$ cat src/rtl/noc_pkg.sv
// rtl/noc_pkg.sv - shared encodings and parameter helpers for the router allocator
package noc_pkg;

  localparam logic ST_FREE     = 1'b0;
  localparam logic ST_RESERVED = 1'b1;

  // True when an index field of width w can address every one of the ports.
  function automatic bit width_ok(input int ports, input int w);
    return (w >= $clog2(ports));
  endfunction

endpackage

$ cat src/rtl/round_robin_arbiter.sv
// rtl/round_robin_arbiter.sv - combinational round-robin pick starting at a pointer
module round_robin_arbiter #(
  parameter int PORTS = 4,
  parameter int W     = 2
) (
  input  logic [PORTS-1:0] req,
  input  logic [W-1:0]     ptr,
  output logic [W-1:0]     winner,
  output logic             anyReq
);

  // Scan from the pointer upwards with wrap-around; the first hit wins.
  always_comb begin
    winner = '0;
    anyReq = 1'b0;
    for (int k = 0; k < PORTS; k++) begin
      if (!anyReq && req[(int'(ptr) + k) % PORTS]) begin
        anyReq = 1'b1;
        winner = W'((int'(ptr) + k) % PORTS);
      end
    end
  end

endmodule

$ cat src/rtl/route_reserve_allocator.sv
// rtl/route_reserve_allocator.sv - per-output round-robin switch allocator with hold-until-relieve
module route_reserve_allocator
  import noc_pkg::*;
#(
  parameter int PORTS         = 4,
  parameter int REQUEST_WIDTH = 2
) (
  input  logic                           clk,
  input  logic                           rst,
  input  logic [PORTS-1:0]               routeReserveRequestValid,
  input  logic [PORTS*REQUEST_WIDTH-1:0] routeReserveRequest,
  input  logic [PORTS-1:0]               routeRelieve,
  output logic [PORTS-1:0]               routeReserveStatus,
  output logic [PORTS-1:0]               outReserved,
  output logic [PORTS*REQUEST_WIDTH-1:0] outSelect
);

  localparam int W = REQUEST_WIDTH;

  if (!width_ok(PORTS, REQUEST_WIDTH)) begin : g_bad_width
    $error("REQUEST_WIDTH too small for PORTS");
  end

  logic [PORTS-1:0] w_req [PORTS];
  logic [W-1:0]     w_winner [PORTS];
  logic [PORTS-1:0] w_any;
  logic [PORTS-1:0] w_release;
  logic [PORTS-1:0] w_grant;

  logic             r_state [PORTS];
  logic [W-1:0]     r_owner [PORTS];
  logic [W-1:0]     r_ptr [PORTS];
  logic [PORTS-1:0] r_status;

  // Out-of-range indices simply match no output, so such requesters stall.
  always_comb begin
    for (int o = 0; o < PORTS; o++) begin
      for (int i = 0; i < PORTS; i++) begin
        w_req[o][i] = routeReserveRequestValid[i] &&
                      (routeReserveRequest[i*W +: W] == W'(o));
      end
    end
  end

  for (genvar o = 0; o < PORTS; o++) begin : g_out
    round_robin_arbiter #(
      .PORTS (PORTS),
      .W     (W)
    ) u_arb (
      .req    (w_req[o]),
      .ptr    (r_ptr[o]),
      .winner (w_winner[o]),
      .anyReq (w_any[o])
    );
  end

  always_comb begin
    w_release = '0;
    w_grant   = '0;
    for (int o = 0; o < PORTS; o++) begin
      for (int i = 0; i < PORTS; i++) begin
        if (r_owner[o] == W'(i) && routeRelieve[i]) begin
          w_release[o] = 1'b1;
        end
        if (r_state[o] == ST_FREE && w_any[o] && w_winner[o] == W'(i)) begin
          w_grant[i] = 1'b1;
        end
      end
    end
  end

  // A reserved output ignores all requests, so the grant pulse cannot repeat.
  always_ff @(posedge clk or negedge rst) begin
    if (!rst) begin
      r_status <= '0;
      for (int o = 0; o < PORTS; o++) begin
        r_state[o] <= ST_FREE;
        r_owner[o] <= '0;
        r_ptr[o]   <= '0;
      end
    end else begin
      r_status <= w_grant;
      for (int o = 0; o < PORTS; o++) begin
        if (r_state[o] == ST_FREE) begin
          if (w_any[o]) begin
            r_state[o] <= ST_RESERVED;
            r_owner[o] <= w_winner[o];
            if (int'(w_winner[o]) == PORTS - 1) begin
              r_ptr[o] <= '0;
            end else begin
              r_ptr[o] <= w_winner[o] + 1'b1;
            end
          end
        end else if (w_release[o]) begin
          r_state[o] <= ST_FREE;
        end
      end
    end
  end

  always_comb begin
    routeReserveStatus = r_status;
    for (int o = 0; o < PORTS; o++) begin
      outReserved[o]        = r_state[o];
      outSelect[o*W +: W]   = r_owner[o];
    end
  end

endmodule
$ cat config.mk
export PLATFORM = sky130hd
export DESIGN_NAME = route_reserve_allocator
export DESIGN_NICKNAME = d
export VERILOG_FILES = /design/src/rtl/noc_pkg.sv /design/src/rtl/round_robin_arbiter.sv /design/src/rtl/route_reserve_allocator.sv
export SDC_FILE = /design/constraint.sdc
export NUM_CORES = 1
export LEC_CHECK = 0
export ABC_AREA = 1
export BUFFER_PORTS_ARGS = -buffer_cell sky130_fd_sc_hd__buf_2
export CORE_MARGIN = 2
export CORE_UTILIZATION = 40
export CTS_CLUSTER_DIAMETER = 100
export DETAILED_ROUTE_END_ITERATION = 16
export GPL_TIMING_DRIVEN = 0
export PLACE_DENSITY = 0.63
export SETUP_SLACK_MARGIN = 0.5
export SYNTH_ARGS = -nofsm -noshare
export SYNTH_HDL_FRONTEND = slang
export SYNTH_HIERARCHICAL = 1
export SYNTH_SLANG_ARGS = --single-unit
$ cat constraint.sdc
create_clock -name clk -period 2 [get_ports clk]
set_input_delay 0.2 -clock clk [delete_from_list [all_inputs] [get_ports clk]]
set_output_delay 0.2 -clock clk [all_outputs]
set_load 0.02 [all_outputs]
==> results_dict.tcl, run 1 <==
set metrics [dict create \
    run_status "finished, final reports clean" \
    wl_per_cell_um 11.7 \
    synth_async_sr_flop_share_pct 100 \
    ys_types 22 \
    core_um2 6790 \
    route.detailed.drc 0 \
    cts.clk_slew.worst_paths_ns 0.09 \
    portBuffers 33 \
    dr.max_layer_used "met4" \
    cp_cell_sequence "buf_6 > nand2_4 > nand2_4 > nand2_4 > nand2_4 > nor2_4 > nand4_1 > nand3_2 > inv_2 > ha_1 > nand2_1 > nand4_1" \
    start_util_pct 41.2 \
    grt_start_max_net_pins 25 \
    clkSinkCount 24 \
    final_util_pct 56.9 \
    ys_warn_count 6 \
    cp_slowest_cell "dfrtp_2" \
    fmax_ghz 0.547 \
    cpMostUsedCell "nand2_4" \
    dieArea_um2 7680 \
    syn-cell-area_um2 2800 \
    cts_tree "yes" \
    hp-class "input pin to flip-flop" \
    die_h_um 87.6 \
    clock-root-buffer "clkbuf_8" \
    rsz0062_at_grt "true" \
    avgSynthCellArea_um2 6.55 \
    maxSlewViolCount 0 \
    yosysTopAreaCellShare_pct 21.5 \
    first_iter_violations 67 \
    rows 30 \
    cp_data_arrival_time_ns 1.98 \
    slew_headroom_pct 62.2 \
    synthesis.nets 461 \
    drtAntennaViolNets 0 \
    clock_latency_ns 0.27 \
    fin_crit_ns 1.83 \
    die_x_um 87.6 \
    globalplace.congestion 0.847 \
    post-route-period-util_pct 91.4 \
    drive_gt1_share_pct 51.0 \
    fillers 648 \
    synth_ff_type "dfrtp_1" \
    final_area_um2 3860 \
    setup_viol 0 \
    met3_length_um 110 \
    post-dp-hpwl_um 5050 \
    nets 535 \
    yosysMostFrequentCell "nand2_1" \
    first_global_vias 2626 \
    startpoint_type "flip-flop" \
    dr.pass1.iters 4 \
    cp-end-kind "flip-flop" \
    yosysSeqAreaShare_pct 21.5 \
    viasPerCell 4.72 \
    critical-path-max-stage-delay_ns 0.47 \
    routed_wl_um 7000 \
    regArea_um2 611 \
    synth_edf_count 0 \
    num_vias 2812 \
    io_pins 34 \
    h-tree-depth 1 \
    route.met2.wl_um 3850 \
    area_delta_synth_final_pct 38.1 \
    grt.overflow.total 0 \
    hold_viol 0 \
    synthTopCellsByCount "nand2_1 (159), inv_1 (57), nand2_2 (40), dfrtp_1 (24), nand3_1 (24)" \
    whs_ns 0.370 \
    cp_max_fo 5 \
    required_ns 2.15 \
    place_area_um2 3250 \
    tightest_slew_ns 0.567 \
    yosysTopAreaCell "dfrtp_1" \
    cts_buffers 3 \
    grt_use_total_pct 17.8 \
    syn-instance-count 427 \
    multi_input_area_um2 2250 \
    drv_cap 0 \
    path_class "flip-flop to flip-flop" \
    fin_skew_ns 0.00551 \
    tns_ns 0 \
    antennaDiodeCount 0 \
    grt_pass1_wl_um 11200 \
    wl_met1_um 3010 \
    yosys-top-cells-area "dfrtp_1 (21%), nand2_1 (21%), nand2_2 (8.9%), inv_1 (7.6%), ha_1 (7.2%)" \
    clockBufferDepth 2 \
    antenna_found_initial 0 \
    ys_ff_latch 24 \
]
==> cell families after synthesis <==
kind of cell             after synthesis  share of synthesized area, %
adder cells (fa/ha/maj)               16                          7.16
AND/OR/NAND/NOR                      295                          56.2
buffers and inverters                 73                          11.1
flip-flops                            24                          21.5
AO/OA/AOI/OAI                         19                          4.07
==> area by class of cell <==
cell class	instances	area share [%]
sequential	24	15.8
multi-input combinational	333	58.2
inverter	68	7.45
tap	96	3.11
clock buffer	3	1.07
timing repair buffer	66	12.1
clock inverter	1	0.777
buffer	5	1.46
==> through the flow <==
step | instances | setup WS [ns]
5_1_grt | 596 | 0.0509
4_1_cts | 580 | 0.195
6_report | 596 | 0.173
2_1_floorplan | 427 | 0.384
3_5_place_dp | 556 | 0.00135
3_3_place_gp | 556 | 0.0273
==> layer usage <==
metal | up-vias | GRT usage (%)
li1 | 1464 | -
met1 | 1314 | 21.9
met2 | 30 | 34.2
met3 | 4 | 2.26
met4 | 0 | 1.40
met5 | - | 0
==> worst paths after layout <==
check                      slack (ns)                              end  depth (start not counted)                startpoint
max in group asynchronous        1.14             r_ptr[2]$_DFFE_PN0P_                          2                       rst
min                              0.37         outReserved[3]$_DFF_PN0_                          6           routeRelieve[1]
min reg2reg                      0.56         outSelect[6]$_DFFE_PN0P_                          1  outSelect[6]$_DFFE_PN0P_
max                              0.17  routeReserveStatus[1]$_DFF_PN0_                         12      r_ptr[2]$_DFFE_PN0P_
max reg2reg                      0.17  routeReserveStatus[1]$_DFF_PN0_                         12      r_ptr[2]$_DFFE_PN0P_
min in group asynchronous        0.45  routeReserveStatus[0]$_DFF_PN0_                          2                       rst
==> cells in the final DEF (no fill, tap or decap), types with 2 or more instances in the layout <==
cell type | synthesis | layout
ha_2 | 0 | 4
nand2_4 | 15 | 30
ha_4 | 0 | 7
inv_1 | 57 | 36
o21ai_2 | 3 | 5
buf_4 | 0 | 18
nand4_1 | 8 | 8
nor3_2 | 0 | 7
nand2_1 | 159 | 132
nor2_4 | 4 | 8
nor3_1 | 16 | 9
inv_2 | 11 | 21
dfrtp_1 | 24 | 16
o21ai_1 | 4 | 7
clkbuf_8 | 0 | 3
nor2_8 | 3 | 3
nand2_2 | 40 | 52
nand3_1 | 24 | 19
clkinv_4 | 0 | 2
a21oi_1 | 4 | 3
dfrtp_2 | 0 | 8
nand3b_1 | 4 | 4
nor2_1 | 5 | 2
ha_1 | 16 | 5
inv_4 | 0 | 9
o21a_1 | 3 | 3
nor2_2 | 5 | 7
buf_2 | 0 | 33
nand3_2 | 12 | 16
buf_6 | 5 | 19
==> critical path: cells and delay by family, from the launching register on <==
kind,cells,cell delay [ns]
adder cells (fa/ha/maj),1,0.17
buffers and inverters,2,0.24
AND/OR/NAND/NOR,9,0.84
flip-flops,1,0.47
==> state kept, by name, summed over array words and instances (netlist names) <==
signal,flops
r_ptr,8
routeReserveStatus,4
outReserved,4
outSelect,8
==> what timing repair did <==
item | 4_1_cts | 5_1_grt
gates resized for setup | 37 | 61
gates cloned | 5 | 3
hold endpoints to repair | 24 | 0
hold buffers | 1 | 0
pin swaps | 28 | 40
endpoints found under the setup margin | 23 | 24
buffers inserted | 14 | 13
Power of run 1 is left out: the tool's default activity adds up to more than one toggle a clock period on the data nets, which glitch-free logic cannot reach.
==> inputs of run 2 (changes only) <==
--- a/config.mk
+++ b/config.mk
@@ -13,7 +13,7 @@
 export DETAILED_ROUTE_END_ITERATION = 16
 export GPL_TIMING_DRIVEN = 0
 export PLACE_DENSITY = 0.63
-export SETUP_SLACK_MARGIN = 0.5
+export SETUP_SLACK_MARGIN = 0.15
 export SYNTH_ARGS = -nofsm -noshare
 export SYNTH_HDL_FRONTEND = slang
 export SYNTH_HIERARCHICAL = 1
==> run 2 against run 1 <==
Compared with the run above: critical path type unchanged; worst hold slack worse by 0.037 ns; die area unchanged; non-clock buffer count down 5; utilization down 0.44 points; register-to-register slack about the same; global-route usage down 0.20 points; clock-buffer cell count unchanged; cell count down 1.3%; flip-flop and latch count unchanged; first-iteration DRC count up 43%; design area down 0.78%.
==> results_dict.tcl, run 2 (synthesis results as in run 1) <==
set metrics [dict create \
    area_delta_synth_final_pct 37.1 \
    tightest_slew_ns 0.557 \
    portBuffers 33 \
    place_area_um2 3080 \
    critical-path-max-stage-delay_ns 0.46 \
    die_x_um 87.6 \
    fmax_ghz 0.546 \
    drv_cap 0 \
    cts.clk_slew.worst_paths_ns 0.09 \
    run_status "finished, final reports clean" \
    viasPerCell 4.78 \
    start_util_pct 41.2 \
    layout_setup_ws_ns 0.169 \
    post-dp-hpwl_um 5110 \
    rsz0062_at_grt "true" \
    instances_no_fill 588 \
    cp_slowest_cell "dfrtp_2" \
    die_h_um 87.6 \
    place_ws_ns -0.0752 \
    routed_wl_um 7210 \
    first_global_vias 2432 \
    fin_crit_ns 1.83 \
    hp-class "input pin to flip-flop" \
    final_common_cell "nand2_1" \
    final_area_um2 3830 \
    grt_use_total_pct 17.6 \
    clock_latency_ns 0.28 \
    cp_max_fo 5 \
    io_pins 34 \
    dr.pass1.iters 4 \
    core_um2 6790 \
    first_iter_violations 96 \
    hold_viol 0 \
    drtAntennaViolNets 0 \
    clkSinkCount 24 \
    path_class "flip-flop to flip-flop" \
    fillers 625 \
    wl_per_cell_um 12.3 \
    tns_ns 0 \
    slew_headroom_pct 62.8 \
    most-common-layout-cells "nand2_1 (130), inv_1 (44), nand2_2 (44)" \
    grt_pass1_wl_um 11000 \
    dieArea_um2 7680 \
    drive_gt1_share_pct 48.4 \
    cpMostUsedCell "nand2_1" \
    clock-root-buffer "clkbuf_8" \
    route.detailed.drc 0 \
    dp.cells 556 \
    globalplace.congestion 0.853 \
    grt_start_max_net_pins 25 \
    rows 30 \
    h-tree-depth 1 \
    nets 527 \
    cp_cell_sequence "buf_6 > nand2_2 > nand2_2 > nand2_1 > nand2_2 > a21oi_2 > nand2_1 > nand2_1 > inv_2 > buf_4 > ha_1 > nand2_1 > nand4_1" \
    clockBufferDepth 2 \
    cp-end-kind "flip-flop" \
    cp_data_arrival_time_ns 1.98 \
    required_ns 2.15 \
    cts_tree "yes" \
    antennaDiodeCount 0 \
    maxSlewViolCount 0 \
    cts_buffers 3 \
    post-route-period-util_pct 91.6 \
    setup_viol 0 \
    fin_skew_ns 0.00814 \
    grt.overflow.total 0 \
    antenna_found_initial 0 \
    num_vias 2811 \
    startpoint_type "flip-flop" \
]
## run 2: worst paths after layout
path / from / to / slack, ns / depth (start not counted)
min in group asynchronous: rst / outSelect[4]$_DFFE_PN0P_ / 0.44 / 2
hold reg to reg: outReserved[2]$_DFF_PN0_ / outReserved[2]$_DFF_PN0_ / 0.52 / 2
max in group asynchronous: rst / r_ptr[6]$_DFFE_PN0P_ / 1.15 / 2
setup reg to reg: r_ptr[6]$_DFFE_PN0P_ / routeReserveStatus[1]$_DFF_PN0_ / 0.17 / 13
setup / recovery: r_ptr[6]$_DFFE_PN0P_ / routeReserveStatus[1]$_DFF_PN0_ / 0.17 / 13
hold / removal: routeRelieve[2] / outReserved[2]$_DFF_PN0_ / 0.33 / 6
## run 2: what timing repair did
action | 4_1_cts | 5_1_grt
hold buffers | 1 | 0
resized for setup | 22 | 107
pin swaps | 3 | 53
gates cloned | 3 | 1
endpoints found under the hold margin | 24 | 0
endpoints found under the setup margin | 6 | 10
buffers inserted | 6 | 17
## run 2: worst max-delay path, delay by kind of cell, from the launching register on
kind	cells	cell delay, ns
and+or+nand+nor	8	0.58
DFF	1	0.46
buffers and inverters	3	0.35
adders and majority gates	1	0.18
AOI/OAI and AO/OA	1	0.13
## run 2: cell type report
cell class	instances	area (um2)	share of cell area (%)
multi-input combinational	330	2270	59.3
sequential	24	611	15.9
timing repair buffer	61	410	10.7
inverter	68	288	7.50
tap	96	120	3.13
buffer	5	60.1	1.57
clock buffer	3	41.3	1.08
clock inverter	1	30.0	0.783
## run 2: layer usage
| metal | global-route usage (%) | wire, um |
|---|---|---|
| met5 | 0 | 0 |
| met4 | 3.36 | 39 |
| met3 | 1.32 | 166 |
| met2 | 29.5 | 3490 |
| met1 | 25.0 | 3510 |
## run 2: per-stage QoR
stage	util [%]	hold WS [ns]
5_1_grt	56.4	0.364
4_1_cts	48.1	0.342
2_1_floorplan	-	-0.0956
3_3_place_gp	45.4	0.217
3_5_place_dp	45.4	0.225
6_report	56.4	0.333
Power of run 2 is left out for the same reason.
==> inputs of run 3 (changes only) <==
--- a/config.mk
+++ b/config.mk
@@ -5,14 +5,13 @@
 export SDC_FILE = /design/constraint.sdc
 export NUM_CORES = 1
 export LEC_CHECK = 0
-export ABC_AREA = 1
 export BUFFER_PORTS_ARGS = -buffer_cell sky130_fd_sc_hd__buf_2
 export CORE_MARGIN = 2
 export CORE_UTILIZATION = 40
 export CTS_CLUSTER_DIAMETER = 100
 export DETAILED_ROUTE_END_ITERATION = 16
 export GPL_TIMING_DRIVEN = 0
-export PLACE_DENSITY = 0.63
+export PLACE_DENSITY = 0.66
 export SETUP_SLACK_MARGIN = 0.15
 export SYNTH_ARGS = -nofsm -noshare
 export SYNTH_HDL_FRONTEND = slang
==> run 3 against run 2 <==
Compared with the run above: die area is 34% lower; clock-buffer cell count increased by 1; register-to-register slack gained 0.09 ns; design area down 43%; clock skew decreased by 0.0067 ns; synthesized area decreased by 35%; global-route usage shrank 0.41 points; cell count shrank 49%; first-iteration DRC count shrank 23%; critical path type unchanged.
==> results_dict.tcl, run 3 <==
set metrics [dict create \
    cp-end-kind "flip-flop" \
    drtAntennaViolNets 0 \
    nets 282 \
    rsz0062_at_grt "true" \
    power_w 0.00235 \
    synthesis.nets 242 \
    holdPathEnd "outReserved[3]$_DFF_PN0_" \
    tns_ns 0 \
    yosysMostFrequentCell "nand2_1" \
    r2r_slack_ns 0.26 \
    slew_headroom_pct 62.3 \
    avgSynthCellArea_um2 8.75 \
    path_class "flip-flop to flip-flop" \
    fin_crit_ns 1.74 \
    clockBufferDepth 2 \
    grt_start_max_net_pins 25 \
    yosysTopAreaCellShare_pct 33.0 \
    hold_path_depth 4 \
    grt_use_total_pct 17.2 \
    hold_viol 0 \
    fmax_ghz 0.574 \
    first_iter_violations 74 \
    maxSlewViolCount 0 \
    viasPerCell 5.21 \
    antenna_found_initial 0 \
    die_x_um 71.5 \
    cp_max_fo 4 \
    grt.overflow.total 0 \
    layout_setup_ws_ns 0.257 \
    ys_ff_latch 24 \
    p_per_area_nw_per_um2 1080 \
    routed_wl_um 4010 \
    drive_gt1_share_pct 27.1 \
    start_util_pct 41.5 \
    io_pins 34 \
    rr_worst_depth 7 \
    die_h_um 71.5 \
    cp_data_arrival_time_ns 1.90 \
    synth_ff_type "dfrtp_1" \
    syn-cell-area_um2 1820 \
    fin_skew_ns 0.00145 \
    dr.pass1.iters 4 \
    fillers 438 \
    yosysSeqAreaShare_pct 33.0 \
    synth_edf_count 0 \
    grt_pass1_wl_um 6960 \
    r2r-start "r_ptr[6]$_DFFE_PN0P_" \
    most-common-layout-cells "buf_2 (33), nand2_1 (31), inv_1 (24), dfrtp_1 (24), ha_1 (16)" \
    tightest_slew_ns 0.565 \
    yosysTopAreaCell "dfrtp_1" \
    r2r_end "routeReserveStatus[0]$_DFF_PN0_" \
    clkSinkCount 24 \
    num_vias 1559 \
    final_common_cell "buf_2" \
    synthTopCellsByCount "nand2_1 (31), dfrtp_1 (24), inv_1 (24), a21oi_1 (16), ha_1 (16)" \
    syn-instance-count 208 \
    clock-root-buffer "clkbuf_8" \
    setup_viol 0 \
    hp-class "input pin to flip-flop" \
    cts.clk_slew.worst_paths_ns 0.09 \
    first_global_vias 1502 \
    clock_latency_ns 0.28 \
    rows 24 \
    wl_per_cell_um 13.4 \
    p_leak_nw 1.06 \
    h-tree-depth 1 \
    startpoint_type "flip-flop" \
    post-dp-hpwl_um 3110 \
    dieArea_um2 5110 \
    portBuffers 33 \
    worst_ir_drop_vdd_mv 0.552 \
    synth_async_sr_flop_share_pct 100 \
    post-route-period-util_pct 87.2 \
    antennaDiodeCount 0 \
    cts_tree "yes" \
    drv_cap 0 \
    required_ns 2.16 \
    globalplace.congestion 0.814 \
    ys_types 26 \
    cts_buffers 3 \
    core_um2 4380 \
    route.detailed.drc 0 \
    yosys-top-cells-area "dfrtp_1 (33%), ha_1 (11%), nand2_1 (6.4%), inv_1 (4.9%), a21oi_1 (4.4%)" \
    run_status "finished, final reports clean" \
    ys_warn_count 6 \
    place_ws_ns -0.210 \
    min-delay-start "routeRelieve[1]" \
    area_delta_synth_final_pct 19.7 \
]
==> run 3: cell types whose count changed after synthesis, sizes merged, moves of 9 or more <==
cell	delta
a21oi	+12
nor2	-9
nand2	-182
inv	-40
nand3	-24
nor3	-16
==> run 3: layout make-up <==
cell class	instances	area (um2)	area share [%]
Tap cell	52	65.1	2.99
Sequential cell	24	601	27.6
Clock buffer	4	55.1	2.53
Multi-Input combinational cell	152	1120	51.6
Timing Repair Buffer	35	183	8.39
Inverter	28	105	4.82
Buffer	4	45.0	2.07
==> run 3: how the worst max path moves through the flow <==
stage / startpoint / slack, ns / to
2_1_floorplan: routeReserveRequest[3] / 0.20 / routeReserveStatus[0]$_DFF_PN0_
4_1_cts: r_ptr[6]$_DFFE_PN0P_ / 0.18 / routeReserveStatus[0]$_DFF_PN0_
6_report: r_ptr[6]$_DFFE_PN0P_ / 0.26 / routeReserveStatus[0]$_DFF_PN0_
3_3_place_gp: routeReserveRequest[3] / -0.21 / routeReserveStatus[0]$_DFF_PN0_
5_1_grt: r_ptr[7]$_DFFE_PN0P_ / 0.11 / routeReserveStatus[0]$_DFF_PN0_
3_5_place_dp: routeReserveRequest[3] / -0.21 / routeReserveStatus[0]$_DFF_PN0_
==> run 3: power breakdown <==
part / leakage [nW] / internal (W) / switching [W]
clock: 0.0288 / 0.000176 / 0.000170
combinational: 0.722 / 0.000489 / 0.000611
sequential: 0.306 / 0.000681 / 0.000226
==> run 3: worst max-delay path: stages, from the launching register on <==
cell	delay (ns)
dfrtp_1	0.42
inv_2	0.05
a221o_1	0.35
a21oi_4	0.19
inv_1	0.11
ha_1	0.22
a22oi_1	0.20
nand2_1	0.09
==> run 3: per-layer routing <==
metal | vias to the layer above | share of wire [%] | track usage (%)
met1 | 720 | 48 | 23.2
met2 | 35 | 46 | 28.6
met3 | 4 | 5.1 | 3.52
met4 | 0 | 0.72 | 3.77
met5 | - | 0 | 0
li1 | 800 | - | -
==> run 3: kinds of logic after synthesis <==
logic type | Yosys count | share of synthesized area (%)
compound gates | 48 | 18.8
fa+ha+maj | 16 | 11.0
buf+inv | 32 | 8.25
flops | 24 | 33.0
mux | 8 | 4.40
simple gates | 80 | 24.6
==> run 3: per-stage QoR <==
stage	hold slack [ns]	utilization, %	instances	cell area, um2
after detailed placement	0.240	46.9	293	2050
after CTS	0.314	48.9	298	2140
after global routing	0.354	49.7	299	2180
final	0.317	49.7	299	2180
after floorplan	-0.0956	-	208	1820
after global placement	0.223	46.9	293	2050
==> run 3: repair_timing <==
item / 4_1_cts / 5_1_grt
setup endpoints to repair: 2 / 3
pin swaps: 0 / 2
hold endpoints to repair: 24 / 0
hold buffers: 1 / 0
buffers inserted: 0 / 1
gates resized for setup: 5 / 4
Power figures use the tool's default switching activity.
